## src/rtl/keypad_scan_if.sv

```systemverilog
// Keypad-side bundle: physical row/column lines plus the decoded key event outputs.
interface keypad_scan_if;
  logic [3:0] col_in;
  logic [3:0] row_out;
  logic [3:0] key_code;
  logic       key_valid;
  logic       key_down;
  logic       key_release;

  modport master (
    input  col_in,
    output row_out,
    output key_code,
    output key_valid,
    output key_down,
    output key_release
  );

  modport slave (
    output col_in,
    input  row_out,
    input  key_code,
    input  key_valid,
    input  key_down,
    input  key_release
  );
endinterface

```

## src/rtl/keypad_scan.sv

```systemverilog
// 4x4 matrix keypad scanner: active-low row drive, column synchroniser, frame-level
// debounce and a press/release event FSM feeding the game control logic.
module keypad_scan #(
  parameter int CLK_HZ         = 50_000_000,
  parameter int SCAN_HZ        = 1_000,
  parameter int DEBOUNCE_SCANS = 4
) (
  input  logic          clk,
  input  logic          rst,
  keypad_scan_if.master kp
);

  localparam int DIV   = CLK_HZ / SCAN_HZ;
  localparam int DIV_W = (DIV > 2) ? $clog2(DIV) : 1;
  localparam int CNT_W = $clog2(DEBOUNCE_SCANS + 1);
  localparam logic [DIV_W-1:0] DIV_LAST = DIV_W'(DIV - 1);
  localparam logic [CNT_W-1:0] CNT_MAX  = CNT_W'(DEBOUNCE_SCANS);
  localparam logic [4:0]       RES_NONE = 5'b0_0000;

  typedef enum logic [0:0] {
    ST_IDLE    = 1'b0,
    ST_PRESSED = 1'b1
  } state_t;

  // Number of pulled-low (pressed) columns in one row sample.
  function automatic logic [2:0] count_lows(input logic [3:0] col);
    count_lows = 3'd0;
    for (int i = 0; i < 4; i++) begin
      count_lows = count_lows + {2'b00, ~col[i]};
    end
  endfunction

  // Index of the lowest pulled-low column; only meaningful when exactly one is low.
  function automatic logic [1:0] low_index(input logic [3:0] col);
    low_index = 2'd0;
    for (int i = 3; i >= 0; i--) begin
      if (!col[i]) begin
        low_index = 2'(i);
      end
    end
  endfunction

  logic [3:0]       col_meta_r;
  logic [3:0]       col_sync_r;
  logic [DIV_W-1:0] div_cnt_r;
  logic             tick_s;
  logic             frame_end_s;
  logic [1:0]       row_idx_r;
  logic [3:0]       row_out_r;
  logic [1:0]       hits_r;
  logic [3:0]       hit_code_r;
  logic [2:0]       row_lows_s;
  logic [2:0]       hits_sum_s;
  logic [1:0]       hits_next_s;
  logic [3:0]       code_next_s;
  logic [4:0]       frame_res_s;
  logic [4:0]       last_r;
  logic [CNT_W-1:0] cnt_r;
  logic [CNT_W-1:0] cnt_next_s;
  logic [4:0]       stable_r;
  state_t           state_r;
  state_t           state_next_s;
  logic [3:0]       key_code_r;
  logic [3:0]       key_code_next_s;
  logic             key_valid_r;
  logic             key_valid_next_s;
  logic             key_down_r;
  logic             key_down_next_s;
  logic             key_release_r;
  logic             key_release_next_s;

  assign tick_s      = (div_cnt_r == DIV_LAST);
  assign frame_end_s = tick_s && (row_idx_r == 2'd3);

  // Two-flop synchroniser for the asynchronous column lines.
  always_ff @(posedge clk or posedge rst) begin
    if (rst) begin
      col_meta_r <= 4'hF;
      col_sync_r <= 4'hF;
    end else begin
      col_meta_r <= kp.col_in;
      col_sync_r <= col_meta_r;
    end
  end

  // Row-period divider and the row drive rotation.
  always_ff @(posedge clk or posedge rst) begin
    if (rst) begin
      div_cnt_r <= '0;
      row_idx_r <= 2'd0;
      row_out_r <= 4'b1110;
    end else if (tick_s) begin
      div_cnt_r <= '0;
      row_idx_r <= row_idx_r + 2'd1;
      row_out_r <= {row_out_r[2:0], row_out_r[3]};
    end else begin
      div_cnt_r <= div_cnt_r + DIV_W'(1);
    end
  end

  // Fold the current row sample into the frame; hits saturates at 2 (ghost/multi-key).
  always_comb begin
    row_lows_s  = count_lows(col_sync_r);
    hits_sum_s  = {1'b0, hits_r} + row_lows_s;
    hits_next_s = (hits_sum_s >= 3'd2) ? 2'd2 : hits_sum_s[1:0];
    if (row_lows_s == 3'd1) begin
      code_next_s = {row_idx_r, low_index(col_sync_r)};
    end else begin
      code_next_s = hit_code_r;
    end
    if (hits_next_s == 2'd1) begin
      frame_res_s = {1'b1, code_next_s};
    end else begin
      frame_res_s = RES_NONE;
    end
    if (frame_res_s == last_r) begin
      cnt_next_s = (cnt_r == CNT_MAX) ? CNT_MAX : cnt_r + CNT_W'(1);
    end else begin
      cnt_next_s = CNT_W'(1);
    end
  end

  // Frame accumulator and debounce state.
  always_ff @(posedge clk or posedge rst) begin
    if (rst) begin
      hits_r     <= 2'd0;
      hit_code_r <= 4'd0;
      last_r     <= RES_NONE;
      cnt_r      <= '0;
      stable_r   <= RES_NONE;
    end else if (frame_end_s) begin
      hits_r     <= 2'd0;
      hit_code_r <= 4'd0;
      last_r     <= frame_res_s;
      cnt_r      <= cnt_next_s;
      if (cnt_next_s == CNT_MAX) begin
        stable_r <= frame_res_s;
      end
    end else if (tick_s) begin
      hits_r     <= hits_next_s;
      hit_code_r <= code_next_s;
    end
  end

  // Event FSM: next state and next output values from the debounced result.
  always_comb begin
    state_next_s       = state_r;
    key_code_next_s    = key_code_r;
    key_down_next_s    = key_down_r;
    key_valid_next_s   = 1'b0;
    key_release_next_s = 1'b0;
    case (state_r)
      ST_IDLE: begin
        if (stable_r[4]) begin
          state_next_s     = ST_PRESSED;
          key_code_next_s  = stable_r[3:0];
          key_down_next_s  = 1'b1;
          key_valid_next_s = 1'b1;
        end else begin
          state_next_s = ST_IDLE;
        end
      end
      ST_PRESSED: begin
        if (!stable_r[4]) begin
          state_next_s       = ST_IDLE;
          key_down_next_s    = 1'b0;
          key_release_next_s = 1'b1;
        end else if (stable_r[3:0] != key_code_r) begin
          key_code_next_s  = stable_r[3:0];
          key_valid_next_s = 1'b1;
        end else begin
          state_next_s = ST_PRESSED;
        end
      end
      default: begin
        state_next_s    = ST_IDLE;
        key_down_next_s = 1'b0;
      end
    endcase
  end

  // FSM state and registered outputs.
  always_ff @(posedge clk or posedge rst) begin
    if (rst) begin
      state_r       <= ST_IDLE;
      key_code_r    <= 4'd0;
      key_valid_r   <= 1'b0;
      key_down_r    <= 1'b0;
      key_release_r <= 1'b0;
    end else begin
      state_r       <= state_next_s;
      key_code_r    <= key_code_next_s;
      key_valid_r   <= key_valid_next_s;
      key_down_r    <= key_down_next_s;
      key_release_r <= key_release_next_s;
    end
  end

  assign kp.row_out     = row_out_r;
  assign kp.key_code    = key_code_r;
  assign kp.key_valid   = key_valid_r;
  assign kp.key_down    = key_down_r;
  assign kp.key_release = key_release_r;

endmodule

```

## src/flat_wrapper.sv

```systemverilog
// flat-port wrapper written by rule: the top's interface ports become plain ports
module keypad_scan_flat 
#(
  parameter int CLK_HZ         = 50_000_000,
  parameter int SCAN_HZ        = 1_000,
  parameter int DEBOUNCE_SCANS = 4
)
  (clk, rst, kp_col_in, kp_row_out, kp_key_code, kp_key_valid, kp_key_down, kp_key_release);
  keypad_scan_if kp_i ();
  input  logic clk;
  input  logic rst;
  input wire logic [$bits(kp_i.col_in)-1:0] kp_col_in;
  output wire logic [$bits(kp_i.row_out)-1:0] kp_row_out;
  output wire logic [$bits(kp_i.key_code)-1:0] kp_key_code;
  output wire logic [$bits(kp_i.key_valid)-1:0] kp_key_valid;
  output wire logic [$bits(kp_i.key_down)-1:0] kp_key_down;
  output wire logic [$bits(kp_i.key_release)-1:0] kp_key_release;
  assign kp_i.col_in = kp_col_in;
  assign kp_row_out = kp_i.row_out;
  assign kp_key_code = kp_i.key_code;
  assign kp_key_valid = kp_i.key_valid;
  assign kp_key_down = kp_i.key_down;
  assign kp_key_release = kp_i.key_release;
  keypad_scan #(.CLK_HZ(CLK_HZ), .SCAN_HZ(SCAN_HZ), .DEBOUNCE_SCANS(DEBOUNCE_SCANS)) u_core (.clk(clk), .rst(rst), .kp(kp_i));
endmodule
```

## config.mk

```make
export PLATFORM = sky130hd
export DESIGN_NAME = keypad_scan_flat
export DESIGN_NICKNAME = d
export VERILOG_FILES = /design/src/rtl/keypad_scan_if.sv /design/src/rtl/keypad_scan.sv /design/src/flat_wrapper.sv
export SDC_FILE = /design/constraint.sdc
export NUM_CORES = 1
export LEC_CHECK = 0
export CORE_ASPECT_RATIO = 2
export CORE_UTILIZATION = 40
export DETAILED_ROUTE_END_ITERATION = 12
export DONT_BUFFER_PORTS = 1
export GPL_TIMING_DRIVEN = 0
export SLEW_MARGIN = 20
export SYNTH_ARGS = -nofsm -noshare
export SYNTH_HDL_FRONTEND = slang
export SYNTH_SLANG_ARGS = --single-unit
```

## constraint.sdc

```tcl
create_clock -name clk -period 4.5 [get_ports clk]
set_clock_uncertainty 0.15 [all_clocks]
set_input_delay 0.45 -clock clk [delete_from_list [all_inputs] [get_ports clk]]
set_output_delay 0.45 -clock clk [all_outputs]
set_load 0.05 [all_outputs]
```

==> metrics.cfg <==
[logic_synthesis]
ys.flop_type = dfrtp_1
netlist_area_um2 = 2760
syn_area_per_cell_um2 = 11.1
syn_nets = 266
synthCells = 249
yosysMostFrequentCell = dfrtp_1
ys_top_cells_by_count = 46 x dfrtp_1, 37 x nand2_1, 20 x nor2_1, 16 x inv_1, 11 x dfstp_2
yosys_register_bits = 57
ys_top_cells_by_area = dfrtp_1 42%, dfstp_2 10%, nand2_1 5.0%
synthArstFlopShare_pct = 100
yosys_warnings = 0
synth_top_area_share_pct = 41.8
yosysSeqAreaShare_pct = 52.2
yosysTopAreaCell = dfrtp_1
synth_edf_count = 0
ys_types = 49

[timing]
max_freq_mhz = 245
grt_setup_unrepaired = false
worstMarginPinSlew_ps = 741
maxSlewViolCount = 0
finalCriticalPeriod_ps = 4070
setup_violations = 0
slew_headroom_pct = 50.2
setup_ws_ps = 426
timing.final.crit_share_pct = 90.5
hold_viol_final = 0
final.setup.tns_ps = 0
timing.hold.ws_ps = 204

[clocking]
h-tree-depth = 3
cts_max_path_buffers = 2
cts_tree = built
worstSkewPairLatency_ps = 330
cts_setup_buffers = 0
clock_sink_count = 57
numCtsBuffers = 9
hold_buffers = 5
clkSlewWorstSetupHoldPaths_ps = 50
cts_resized = 0
cts_root_buffer = clkbuf_16

[global_routing]
grt_pass1_wl_um = 8870
grtUsageTotal_pct = 17.4
grt_pass1_vias = 1954
overflow = 0
grt_max_degree = 58
antenna_found_initial = 0

[layout]
multi_input_area_um2 = 1240
fin_cells = 358
post-route-cell-area_um2 = 3290
drive_above_1_share_pct = 18.9
antenna_cells = 0
syn_to_final_growth_pct = 19.2
final_core_util_pct = 49.6
regArea_um2 = 1440
nFillCells = 626
finalNetCount = 282

[worst_setup_path]
arrival_ps = 4140
path_buf_inv = 1
cpPeakStageDelay_ps = 610
crit_slowest_cell = or4_4
crit_type = reg -> reg
path_delay_family = adder cells
rrSetupSlack_ps = 430
crit_path_cell_trace = inv_1, ha_1, fa_1, ha_1, fa_1, xnor2_1, nand2_1, or4_4, nand3_4, nand4_4, mux2_4
crit_required_ps = 4560
cp-end-kind = flip-flop
cp_max_fo = 8
cp-start-kind = flip-flop

[power_and_ir_drop]
p_per_area_nw_per_um2 = 416
leakagePower_nw = 1.49
peakVddDrop_v = 0.000271
power_mw = 1.37

[routing]
antenna_left = 0
drtPass1Iterations = 6
via_per_inst = 5.15
drt_iter0_markers = 62
dr_total_vias = 1842
post_drt_wl_per_cell_um = 14.5
drc = 0
wirelength_um = 5180

[place]
pre_cts_slack_ps = 392
portBuffers = 0
placed_cells = 337
gp_congestion = 0.782
dpl.hpwl_um = 3660
placed_area_um2 = 2870

[status]
status = complete, no violations

[die]
fp.dieH_um = 119
start_util_pct = 41.6
core_um2 = 6620
ios = 17
dieArea_um2 = 7250
die_width_um = 60.7
rows = 42

[run]
maxCapViolCount = 0

[worst_hold_path]
min_path_type = reg -> reg

-- layout make-up --
type | count | area share (%)
inverter | 16 | 1.90
sequential | 57 | 43.8
tap | 88 | 3.35
timing repair buffer | 5 | 1.52
clock buffer | 16 | 11.2
multi-input combinational | 172 | 37.8
buffer | 4 | 0.457
-- power breakdown --
part | switching [mW] | leakage, nW | total [mW] | internal, mW
clock | 0.231 | 0.181 | 0.786 | 0.555
sequential | 0.00178 | 0.744 | 0.522 | 0.520
combinational | 0.0382 | 0.561 | 0.0607 | 0.0225
total | 0.271 | 1.49 | 1.37 | 1.10
-- worst reg2reg max path: stages, from the launching register on --
cell and delay, ps:
dfstp_2 520, inv_1 60, ha_1 310, fa_1 410
ha_1 350, fa_1 440, xnor2_1 210, nand2_1 240
or4_4 610, nand3_4 130, nand4_4 180, mux2_4 340
-- placed cells by master, fill, tap and decap left out, drive strengths merged, types with 2 or more instances in the layout --
cell / n
a2111oi: 2
a41oi: 2
and2: 5
and3: 2
clkbuf: 19
dfrtp: 46
dfstp: 11
dlygate4sd3: 5
fa: 2
ha: 9
inv: 16
mux2: 12
mux2i: 2
nand2: 37
nand2b: 4
nand3: 9
nand4: 5
nor2: 20
nor2b: 3
nor3: 4
o21ai: 6
o31ai: 6
or3: 5
or4: 2
xnor2: 11
xor2: 8
-- registers in the layout, indices dropped and copies added (netlist names) --
signal,count
u_core.div_cnt_r,16
u_core.kp.key_release,1
u_core.hits_r,2
u_core.kp.row_out,4
u_core.hit_code_r,4
u_core.kp.key_down,1
u_core.last_r,5
u_core.stable_r,5
u_core.row_idx_r,2
u_core.col_meta_r,4
u_core.cnt_r,3
u_core.col_sync_r,4
u_core.kp.key_valid,1
u_core.kp.key_code,4
u_core.state_r,1
-- cells by family (layout without fill, tap and decap cells) --
group / Yosys count / after routing / synth area share, %
buf+inv: 20 / 41 / 2.72
flops: 57 / 57 / 52.2
xor+xnor: 19 / 19 / 6.31
simple gates: 102 / 102 / 19.5
fa+ha+maj: 11 / 11 / 5.54
mux: 14 / 14 / 6.31
compound gates: 26 / 26 / 7.40
-- path summary, 6_finish.rpt --
check	start	end	cells after the start
setup reg to reg	u_core.col_sync_r[0]	u_core.stable_r[3]	11
setup / recovery	u_core.col_sync_r[0]	u_core.stable_r[3]	11
hold reg to reg	u_core.col_meta_r[2]	u_core.col_sync_r[2]	0
max in group asynchronous	rst	u_core.div_cnt_r[1]	2
min in group asynchronous	rst	u_core.cnt_r[0]	2
hold / removal	u_core.col_meta_r[2]	u_core.col_sync_r[2]	0
-- per-layer routing --
| metal | share of wire, % | GRT usage [%] | vias to the layer above |
|---|---|---|---|
| met2 | 55 | 29.4 | 29 |
| met4 | 3.8 | 11.8 | 0 |
| met3 | 3.2 | 5.43 | 13 |
| met5 | 0 | 0 | - |
| met1 | 38 | 17.2 | 905 |
| li1 | - | - | 895 |
(Power assumes the default switching activity.)
